`config.mk`:
```
export PLATFORM = sky130hd
export DESIGN_NAME = fifo_rd_ctrl
export DESIGN_NICKNAME = d
export VERILOG_FILES = /design/src/rtl/fifo_rd_ctrl.sv
export SDC_FILE = /design/constraint.sdc
export NUM_CORES = 1
export LEC_CHECK = 0
export ABC_AREA = 1
export BUFFER_PORTS_ARGS = -buffer_cell sky130_fd_sc_hd__buf_2
export CORE_AREA = 4 4 73 75
export CTS_CLUSTER_DIAMETER = 200
export DETAILED_ROUTE_END_ITERATION = 8
export DIE_AREA = 0 0 77 79
export GPL_ROUTABILITY_DRIVEN = 1
export PLACE_DENSITY = 0.95
export SYNTH_ARGS = -nofsm -noshare
export SYNTH_HDL_FRONTEND = slang
export SYNTH_SLANG_ARGS = --single-unit
```
`constraint.sdc`:
```
create_clock -name i_clk -period 3.4 [get_ports i_clk]
set_input_delay 1.02 -clock i_clk [delete_from_list [all_inputs] [get_ports i_clk]]
set_output_delay 1.02 -clock i_clk [all_outputs]
set_load 0.005 [all_outputs]
```
`src/rtl/fifo_rd_ctrl.sv`:
```
// fifo_rd_ctrl: reads a burst of words from a FIFO and streams them to a
// ready/valid consumer.
// FIFO read data arrives the cycle after the pop. That word is presented
// downstream directly when the 2-entry output buffer is empty. Otherwise it
// is queued behind the buffered words. This keeps first-word latency at two
// cycles and sustains one word per cycle under a constant i_ready.
module fifo_rd_ctrl #(
    parameter int WIDTH = 8,
    parameter int LEN_W = 8
) (
    input  logic             i_clk,
    input  logic             i_rst_n,
    input  logic             i_start,
    input  logic [LEN_W-1:0] i_burst_len,
    input  logic             i_abort,
    input  logic             i_fifo_empty,
    input  logic [WIDTH-1:0] i_fifo_rd_data,
    output logic             o_fifo_rd_en,
    output logic             o_valid,
    input  logic             i_ready,
    output logic [WIDTH-1:0] o_data,
    output logic             o_busy,
    output logic             o_done,
    output logic [LEN_W-1:0] o_count
);

    localparam logic [1:0] S_IDLE  = 2'd0;
    localparam logic [1:0] S_RUN   = 2'd1;
    localparam logic [1:0] S_FLUSH = 2'd2;

    logic [1:0]       state;
    logic [LEN_W-1:0] len_q;
    logic [LEN_W-1:0] req_cnt;
    logic [LEN_W-1:0] cnt_q;
    logic [LEN_W-1:0] cnt_inc;
    logic             vld_p1;      // a popped word is on i_fifo_rd_data this cycle
    logic             done_q;
    logic [WIDTH-1:0] buf_mem [2];
    logic             rd_ptr;
    logic             wr_ptr;
    logic [1:0]       occ;
    logic [1:0]       pend;
    logic             run;
    logic             xfer;
    logic             push;
    logic             pop;
    logic             last;

    // Request gating, output selection and buffer push/pop decisions
    always_comb begin
        run          = (state == S_RUN);
        pend         = occ + {1'b0, vld_p1};
        o_fifo_rd_en = run & ~i_fifo_empty & (req_cnt < len_q) &
                       (pend < 2'd2) & ~i_abort;
        o_valid      = run & ((occ != 2'd0) | vld_p1);
        if (!run)
            o_data = '0;
        else if (occ != 2'd0)
            o_data = buf_mem[rd_ptr];
        else if (vld_p1)
            o_data = i_fifo_rd_data;
        else
            o_data = '0;
        xfer    = o_valid & i_ready;
        // The arriving word is stored unless it bypasses straight out.
        push    = run & ~i_abort & vld_p1 & ~((occ == 2'd0) & xfer);
        pop     = xfer & (occ != 2'd0);
        cnt_inc = cnt_q + 1'b1;
        last    = xfer & (cnt_inc == len_q);
        o_busy  = (state == S_RUN) | (state == S_FLUSH);
        o_done  = done_q;
        o_count = cnt_q;
    end

    // Control state: FSM, counters, in-flight flag and buffer pointers
    always_ff @(posedge i_clk or negedge i_rst_n) begin
        if (!i_rst_n) begin
            state   <= S_IDLE;
            len_q   <= '0;
            req_cnt <= '0;
            cnt_q   <= '0;
            vld_p1  <= 1'b0;
            done_q  <= 1'b0;
            rd_ptr  <= 1'b0;
            wr_ptr  <= 1'b0;
            occ     <= 2'd0;
        end else begin
            done_q <= 1'b0;
            vld_p1 <= o_fifo_rd_en;
            case (state)
                S_IDLE: begin
                    if (i_start) begin
                        cnt_q <= '0;
                        if (i_burst_len != '0) begin
                            len_q   <= i_burst_len;
                            req_cnt <= '0;
                            state   <= S_RUN;
                        end else begin
                            done_q <= 1'b1;
                        end
                    end
                end
                S_RUN: begin
                    if (o_fifo_rd_en)
                        req_cnt <= req_cnt + 1'b1;
                    if (xfer)
                        cnt_q <= cnt_inc;
                    if (i_abort) begin
                        occ    <= 2'd0;
                        rd_ptr <= 1'b0;
                        wr_ptr <= 1'b0;
                        state  <= S_FLUSH;
                    end else begin
                        occ <= occ + {1'b0, push} - {1'b0, pop};
                        if (push)
                            wr_ptr <= ~wr_ptr;
                        if (pop)
                            rd_ptr <= ~rd_ptr;
                        if (last) begin
                            state  <= S_IDLE;
                            done_q <= 1'b1;
                        end
                    end
                end
                S_FLUSH: begin
                    // Any word still arriving is simply not captured.
                    occ    <= 2'd0;
                    rd_ptr <= 1'b0;
                    wr_ptr <= 1'b0;
                    state  <= S_IDLE;
                end
                default: begin
                    state <= S_IDLE;
                end
            endcase
        end
    end

    // Output buffer storage; contents are qualified by occ, so no reset
    always_ff @(posedge i_clk) begin
        if (push)
            buf_mem[wr_ptr] <= i_fifo_rd_data;
    end

endmodule

```
# After elaboration in Yosys (flattened, before gate mapping)
# Memories as Yosys holds them, arrays and structs flattened.
# Index checks and enable logic that the tools add are counted.
dict set report word_totals {
  mem_bits_rw 16
  output_inout_bits 20
  wordCells 88
  inputBits 22
  regBits 32
  memories 1
}
dict set report classes {
  reduce_logical 12
  n_bitwise 19
  magnitude_cmp 2
  add_sub_neg 5
  n_eq_ne 10
  mux 30
}
# name depth word_bits rd rd_clocked_by_memory_dff write_ports line
set memory_table {}
lappend memory_table {buf_mem 2 8 1 0 1 38} ;# logic [WIDTH-1:0] buf_mem [2];
# op count
set op_table {}
lappend op_table {{$mux 8} 8}
lappend op_table {{$pmux 8 s2} 2}
lappend op_table {{$add 8x1->8 const B} 2}
lappend op_table {{$and 1x1->1} 12}
lappend op_table {{$mux 1} 10}
lappend op_table {{$mux 2} 5}
lappend op_table {{$ne 3x2->1 const B} 3}
lappend op_table {{$reduce_and 3->1} 3}
lappend op_table {{$eq 8x8->1} 1}
lappend op_table {{$lt 8x8->1} 1}
lappend op_table {{$pmux 2 s2} 2}
lappend op_table {{$reduce_bool 8->1} 1}
lappend op_table {{$ne 2x2->1 const B} 3}
lappend op_table {{$pmux 1 s2} 3}
lappend op_table {{$reduce_bool 2->1} 3}
lappend op_table {{$not 1->1} 5}
lappend op_table {{$add 2x1->2} 2}
lappend op_table {{$logic_not 2->1} 2}
lappend op_table {{$reduce_and 2->1} 2}
lappend op_table {{$reduce_and 4->1} 1}
lappend op_table {{$eq 2x1->1 const B} 1}
lappend op_table {{$eq 2x2->1 const B} 1}
lappend op_table {{$lt 2x2->1 const B} 1}
lappend op_table {{$ne 2x1->1 const B} 1}
lappend op_table {{other kinds (2)} 3}

# Logic depth before layout (Yosys ltp)
# Gate-level depths: netlist of the first run.
dict set report logic_depth {
  ltp_word 11
  depth_mapped 14
  depth_no_buf 14
}

# Least setup slack after synthesis of the first run
# Ideal clock, no wire load.
dict set report synth_timing {
  kind {input port to output port}
  from {input i_abort}
  to {output o_fifo_rd_en}
  arrival_time_ns 1.638
  path_stages 7
  n_path_buf 0
  required_time_ns 2.380
  path_slack_ns 0.742
  cell_sequence {inv_1 nand2_1 inv_2 nand2_1 a211oi_1 nand2_1 inv_1}
}
dict set report synth_via {
  elab_chain_cells 2
}
# element line
set synth_rtl {}
lappend synth_rtl {{from (decl)} 15} ;# input logic i_abort,
lappend synth_rtl {{$not 1->1} 54} ;# (pend < 2'd2) & ~i_abort;
lappend synth_rtl {{$and 1x1->1} 54}
lappend synth_rtl {{to (decl)} 18} ;# output logic o_fifo_rd_en,
# Every way passes these cells.

# Worst setup path in the final report of the first run
dict set report layout_timing {
  from {register occ[0]}
  to {output o_data[3]}
}
dict set report layout_via {
  elab_chain_cells 3
}
# element line
set layout_rtl {}
lappend layout_rtl {{from (decl)} 41} ;# logic [1:0] occ;
lappend layout_rtl {{from (signal assigned)} 114} ;# occ <= occ + {1'b0, push} - {1'b0, pop};
lappend layout_rtl {{$reduce_bool 2->1} 58} ;# else if (occ != 2'd0)
lappend layout_rtl {{$mux 8} 58}
lappend layout_rtl {{$mux 8} 56} ;# if (!run)
lappend layout_rtl {{to (decl)} 21} ;# output logic [WIDTH-1:0] o_data,
# Every way passes these cells.

==> impl_metrics.ini, run 1 <==
[run_status]
outcome = finished clean

[synth]
synth_edf_count = 16
ys_dominant_reg_cell = dfrtp_1
synth_area_leader_cell = dfrtp_1
avgSynthCellArea_um2 = 7.790
syn_nets = 394
syn-cell-area_um2 = 2789
ys_seq_area_frac = 0.4594
ys_seq_elements = 48
synthCells = 358
synthTopCellsByArea = dfrtp_1 29%, edfxtp_1 17%, nand2_1 14%
async_flop_share = 0.6667
yosys-top-cells-count = 101 x nand2_1, 43 x nor2_1, 40 x inv_1
synth.distinct_cells = 31
netlist.area_leader.share = 0.2871
ys_warn_count = 0
yosysMostFrequentCell = nand2_1

[worst_setup_path]
worstSetupPathType = register to output port
r2r_end = occ[0]
endpoint = o_data[3]
reg2reg_depth = 9
crit_fanout = 13
regToRegStartpoint = state[1]
end_kind = output port
crit_required_ns = 2.38
crit_start = occ[0]
r2r_slack_ns = 1.02
worstPathArrival_ns = 1.99
start_kind = register

[timing]
worst_slew_pin_slew_ns = 0.9293
tns_ns = 0
rsz0062_at_grt = no
period_minus_slack_ns = 3.006
clock_skew_ns = 0.006730
finalMaxSlewViolations = 0
fin_crit_sh = 0.8840
hold_viol = 0
finalSetupViolCount = 0
max_freq_mhz = 332.7
maxSlewHeadroom = 0.3782
fin_ws_ns = 0.3945

[finish]
fill_cells = 340
final_area_um2 = 3189
area_delta_synth_final_pct = 14.36
layoutNonFillerInstCount = 457
drive_above_1_share = 0.1489
antennaDiodeCount = 0
finalNetCount = 438

[die]
dieHeight_um = 79
fp-row-count = 25
dieWidth_um = 77
core_area_um2 = 4661
die-area_um2 = 6083
start_util = 0.5984
io_pins = 42

[grt]
grt_use_total = 0.2293
grt_pass1_vias = 2503
grt_max_degree = 33
grt_pass1_wl_um = 11290
antenna_found_initial = 0
grt-ovfl-total = 0

[drt]
drtIter0Drc = 220
top_layer = met4
met1_length_um = 2536
wl_per_cell_um = 14.49
route.detailed.drc = 0
vias_per_cell = 5.761
wl_met3_um = 507
drtAntennaViolNets = 0
wl_met2_um = 3434
via_count = 2633
drtPass1Iterations = 5
finalWirelength_um = 6622

[power_and_ir_drop]
p_leak_nw = 1.568
power_frac_comb = 0.392
p_sw_frac = 0.4029
p_switching_w = 0.0008386
p_clk_frac = 0.239
peakVddDrop_v = 0.0003676
p_int_w = 0.001243
seq_power_share = 0.369
power_density_nw_per_um2 = 652.6

[clocking]
cts.repair.resized = 0
ctsHoldBuffers = 0
htree_levels = 2
numCtsBuffers = 5
clkTransAtPathRegs_ns = 0.09
clkSinkCount = 48
post_cts_buffers = 0
cts_max_path_buffers = 2
cts_tree = yes
cts_root_buf = clkbuf_8
clk_latency_ns = 0.31

[run]
max-cap-violations = 0

[placement]
dp_hpwl_um = 4696
dp_cells = 449
placed_area_um2 = 3052
post-place-ws_ns = 0.4079
port_buffers = 41
place.gp.congestion = 0.8731

[worst_hold_path]
min_path_type = register to register
==> layout by cell type (no fill, tap or decap), drive strengths merged <==
cell type and instances:
ha 14, nand3b 1, dfrtp 32, o21bai 1, nand4 3, nand2 105, o21ai 25, nor3b 3
o22ai 7, nand3 26, clkbuf 5, xor2 4, a22o 1, a31o 1, a21oi 16, buf 43
nor3 3, o211ai 1, a211oi 1, nor2 45, inv 43, and3 2, edfxtp 16, xnor2 3
bufinv 2
==> registers in the layout, summed over array words and instances (netlist names) <==
| signal | count |
|---|---|
| buf_mem | 16 |
| len_q | 8 |
| o_count | 8 |
| req_cnt | 8 |
| occ | 2 |
| state | 2 |
| o_done | 1 |
| rd_ptr | 1 |
| vld_p1 | 1 |
| wr_ptr | 1 |
==> worst max-delay path, cell delays in order (launching register included) <==
cell and delay [ns]:
dfrtp_1 0.42, nor2_1 0.12, buf_4 0.21, inv_1 0.07, nor2_1 0.42, nand2_1 0.12
a21oi_1 0.18, buf_2 0.14
==> routing by layer <==
layer  track usage  vias up
met1        0.2776     1217
met2        0.4138      139
met3       0.03061       21
met5             0        -
met4       0.09253        0
li1              -     1256
==> final cells by class <==
type                    count  area, um^2  area share
inverters                  42       157.7     0.04943
repair buffers             43       220.2     0.06905
well taps                  54       67.56     0.02118
flip-flops and latches     48        1281      0.4017
clock inverters             3       68.82     0.02158
clock buffers               5       68.82     0.02158
multi-input cells         262        1325      0.4155
==> cells by family (layout without fill, tap and decap cells) <==
group / after synthesis / count (layout) / share of synthesized area
xor gates and xnor gates: 7 / 7 / 0.02198
DFF: 48 / 48 / 0.4594
and+or+nand+nor: 188 / 188 / 0.2867
AOI/OAI and AO/OA: 53 / 53 / 0.1036
adders and majority gates: 14 / 14 / 0.06281
buffers and inverters: 48 / 93 / 0.06549
==> power groups by stage <==
stage          sequential, W  combinational, W  clock, W
2_1_floorplan       0.000753          0.000578         0
3_3_place_gp        0.000773          0.000747         0
3_5_place_dp        0.000779          0.000794         0
4_1_cts             0.000767          0.000805  0.000495
5_1_grt             0.000783          0.000917  0.000525
6_report            0.000768          0.000816  0.000497
==> worst min path at each step <==
stage | start | endpoint | slack, ns | cells after the start
3_5_place_dp | state[1] | state[1] | 0.50 | 2
4_1_cts | state[1] | state[1] | 0.52 | 2
6_report | state[1] | state[1] | 0.53 | 2
5_1_grt | req_cnt[3] | req_cnt[3] | 0.56 | 2
2_1_floorplan | state[1] | state[1] | 0.47 | 2
3_3_place_gp | state[1] | state[1] | 0.49 | 2
==> metrics by stage <==
step | power [W] | utilization | hold slack, ns
2_1_floorplan | 0.001331 | - | 0.4665
3_3_place_gp | 0.001520 | 0.6548 | 0.4855
3_5_place_dp | 0.001573 | 0.6548 | 0.4979
4_1_cts | 0.002068 | 0.6843 | 0.5184
5_1_grt | 0.002226 | 0.6843 | 0.5575
6_report | 0.002081 | 0.6843 | 0.5261
Note: power is estimated with default switching activity, not from simulation.
==> run 2, diff against run 1 <==
--- a/config.mk
+++ b/config.mk
@@ -13,6 +13,7 @@
 export DIE_AREA = 0 0 77 79
 export GPL_ROUTABILITY_DRIVEN = 1
 export PLACE_DENSITY = 0.95
+export REMOVE_ABC_BUFFERS = 1
 export SYNTH_ARGS = -nofsm -noshare
 export SYNTH_HDL_FRONTEND = slang
 export SYNTH_SLANG_ARGS = --single-unit
==> run 2 against run 1 <==
Against the previous run: via count fell by 2.2%; wire length shrank 1.3%; utilization decreased by 0.83 points; clock skew down 0.0023 ns; design area decreased by 1.2%; critical path type unchanged; critical endpoint is now o_fifo_rd_en; largest power group unchanged.
==> impl_metrics.ini, run 2 (synthesis results as in run 1) <==
[timing]
fin_crit_sh = 0.9505
rsz0062_at_grt = no
clock_skew_ns = 0.004407
period_minus_slack_ns = 3.232
finalMaxSlewViolations = 0
hold_viol = 0
maxSlewHeadroom = 0.4079
finalSetupViolCount = 0
worst_slew_pin_slew_ns = 0.8848
fin_hold_ws_ns = 0.5373
tns_ns = 0
max_freq_mhz = 309.4

[die]
dieHeight_um = 79
dieWidth_um = 77
fp-row-count = 25
core_area_um2 = 4661
die-area_um2 = 6083
start_util = 0.5984
io_pins = 42

[grt]
grt_max_degree = 33
antenna_found_initial = 0
grt_pass1_wl_um = 11030
grt_pass1_vias = 2457
grt-ovfl-total = 0
grt_use_total = 0.2274

[worst_setup_path]
regToRegStartpoint = state[1]
end_kind = output port
crit_fanout = 8
worstSetupPathType = register to output port
crit_required_ns = 2.38
start_kind = register
crit_start = state[1]
worstPathArrival_ns = 2.21

[drt]
vias_per_cell = 5.645
drtAntennaViolNets = 0
drtIter0Drc = 207
via_count = 2574
route.detailed.drc = 0
drtPass1Iterations = 5
wl_per_cell_um = 14.33
finalWirelength_um = 6534

[finish]
final_common_cell = nand2_1
area_delta_synth_final_pct = 12.97
mostFrequentLayoutCells = 101 x nand2_1, 43 x nor2_1, 41 x buf_2
drive_above_1_share = 0.1418
finalNetCount = 437
ff_latch_area_um2 = 1281
largest_reg_flops = 16
multiInputGateArea_um2 = 1325
fill_cells = 357
regMostFlops = buf_mem
antennaDiodeCount = 0

[clocking]
clkTransAtPathRegs_ns = 0.08
cts_max_path_buffers = 2
cts.repair.resized = 0
clkSinkCount = 48
numCtsBuffers = 5
cts_root_buf = clkbuf_8
cts_tree = yes
htree_levels = 2
clk_latency_ns = 0.30
ctsHoldBuffers = 0
post_cts_buffers = 0

[placement]
dp_hpwl_um = 4813
port_buffers = 41
place.gp.congestion = 0.9062

[run]
max-cap-violations = 0

[worst_hold_path]
min_path_type = register to register
worstHoldStart = req_cnt[3]

[power_and_ir_drop]
p_leak_nw = 1.548
power_density_nw_per_um2 = 626.0
peakVddDrop_v = 0.0003252

[run_status]
outcome = finished clean
run 2: path summary, 6_finish.rpt:
path                                     end  slack [ns]  depth (start not counted)
worst max-delay path            o_fifo_rd_en        0.17                          9
worst min-delay path              req_cnt[3]        0.54                          2
worst max register to register        occ[0]        0.86                          8
worst min register to register    req_cnt[3]        0.54                          2
max in group asynchronous           state[0]        2.17                          1
min in group asynchronous         o_count[3]        0.77                          1
run 2: worst max-delay path: stages (launching register included):
cell and delay [ns]:
dfrtp_1 0.41, inv_1 0.09, ha_1 0.38, nand2_1 0.11, inv_2 0.12, nand2_1 0.07
a211oi_1 0.29, nand2_1 0.18, inv_1 0.13, buf_2 0.12
run 2: final cells by class:
| type | instances | share of cell area |
|---|---|---|
| Timing Repair Buffer | 42 | 0.06751 |
| Tap cell | 54 | 0.02145 |
| Clock buffer | 5 | 0.02184 |
| Clock inverter | 3 | 0.01191 |
| Multi-Input combinational cell | 262 | 0.4206 |
| Sequential cell | 48 | 0.4067 |
| Inverter | 42 | 0.05004 |
run 2: power breakdown:
part	leakage [nW]	switching [W]	internal [W]
clock network	0.0532	0.000187	0.000214
registers	0.571	0.0000798	0.000688
logic	0.924	0.000549	0.000254
total	1.55	0.000816	0.00116
run 2: through the flow:
step	utilization	instances	setup WS [ns]	area (um^2)	total power [W]
2_1_floorplan	-	352	0.7367	2764	0.001315
3_3_place_gp	0.6532	448	0.4339	3044	0.001515
3_5_place_dp	0.6532	448	0.3432	3044	0.001560
4_1_cts	0.6760	456	0.2080	3151	0.001961
5_1_grt	0.6760	456	0.09995	3151	0.002106
6_report	0.6760	456	0.1682	3151	0.001972
run 2: metal layers:
layer  GRT usage  routed length (um)  up-vias
met2      0.4059                3373      111
met5           0                   0        -
li1            -                   -     1253
met4     0.09609                  95        0
met1      0.2705                2648     1195
met3     0.04082                 416       15
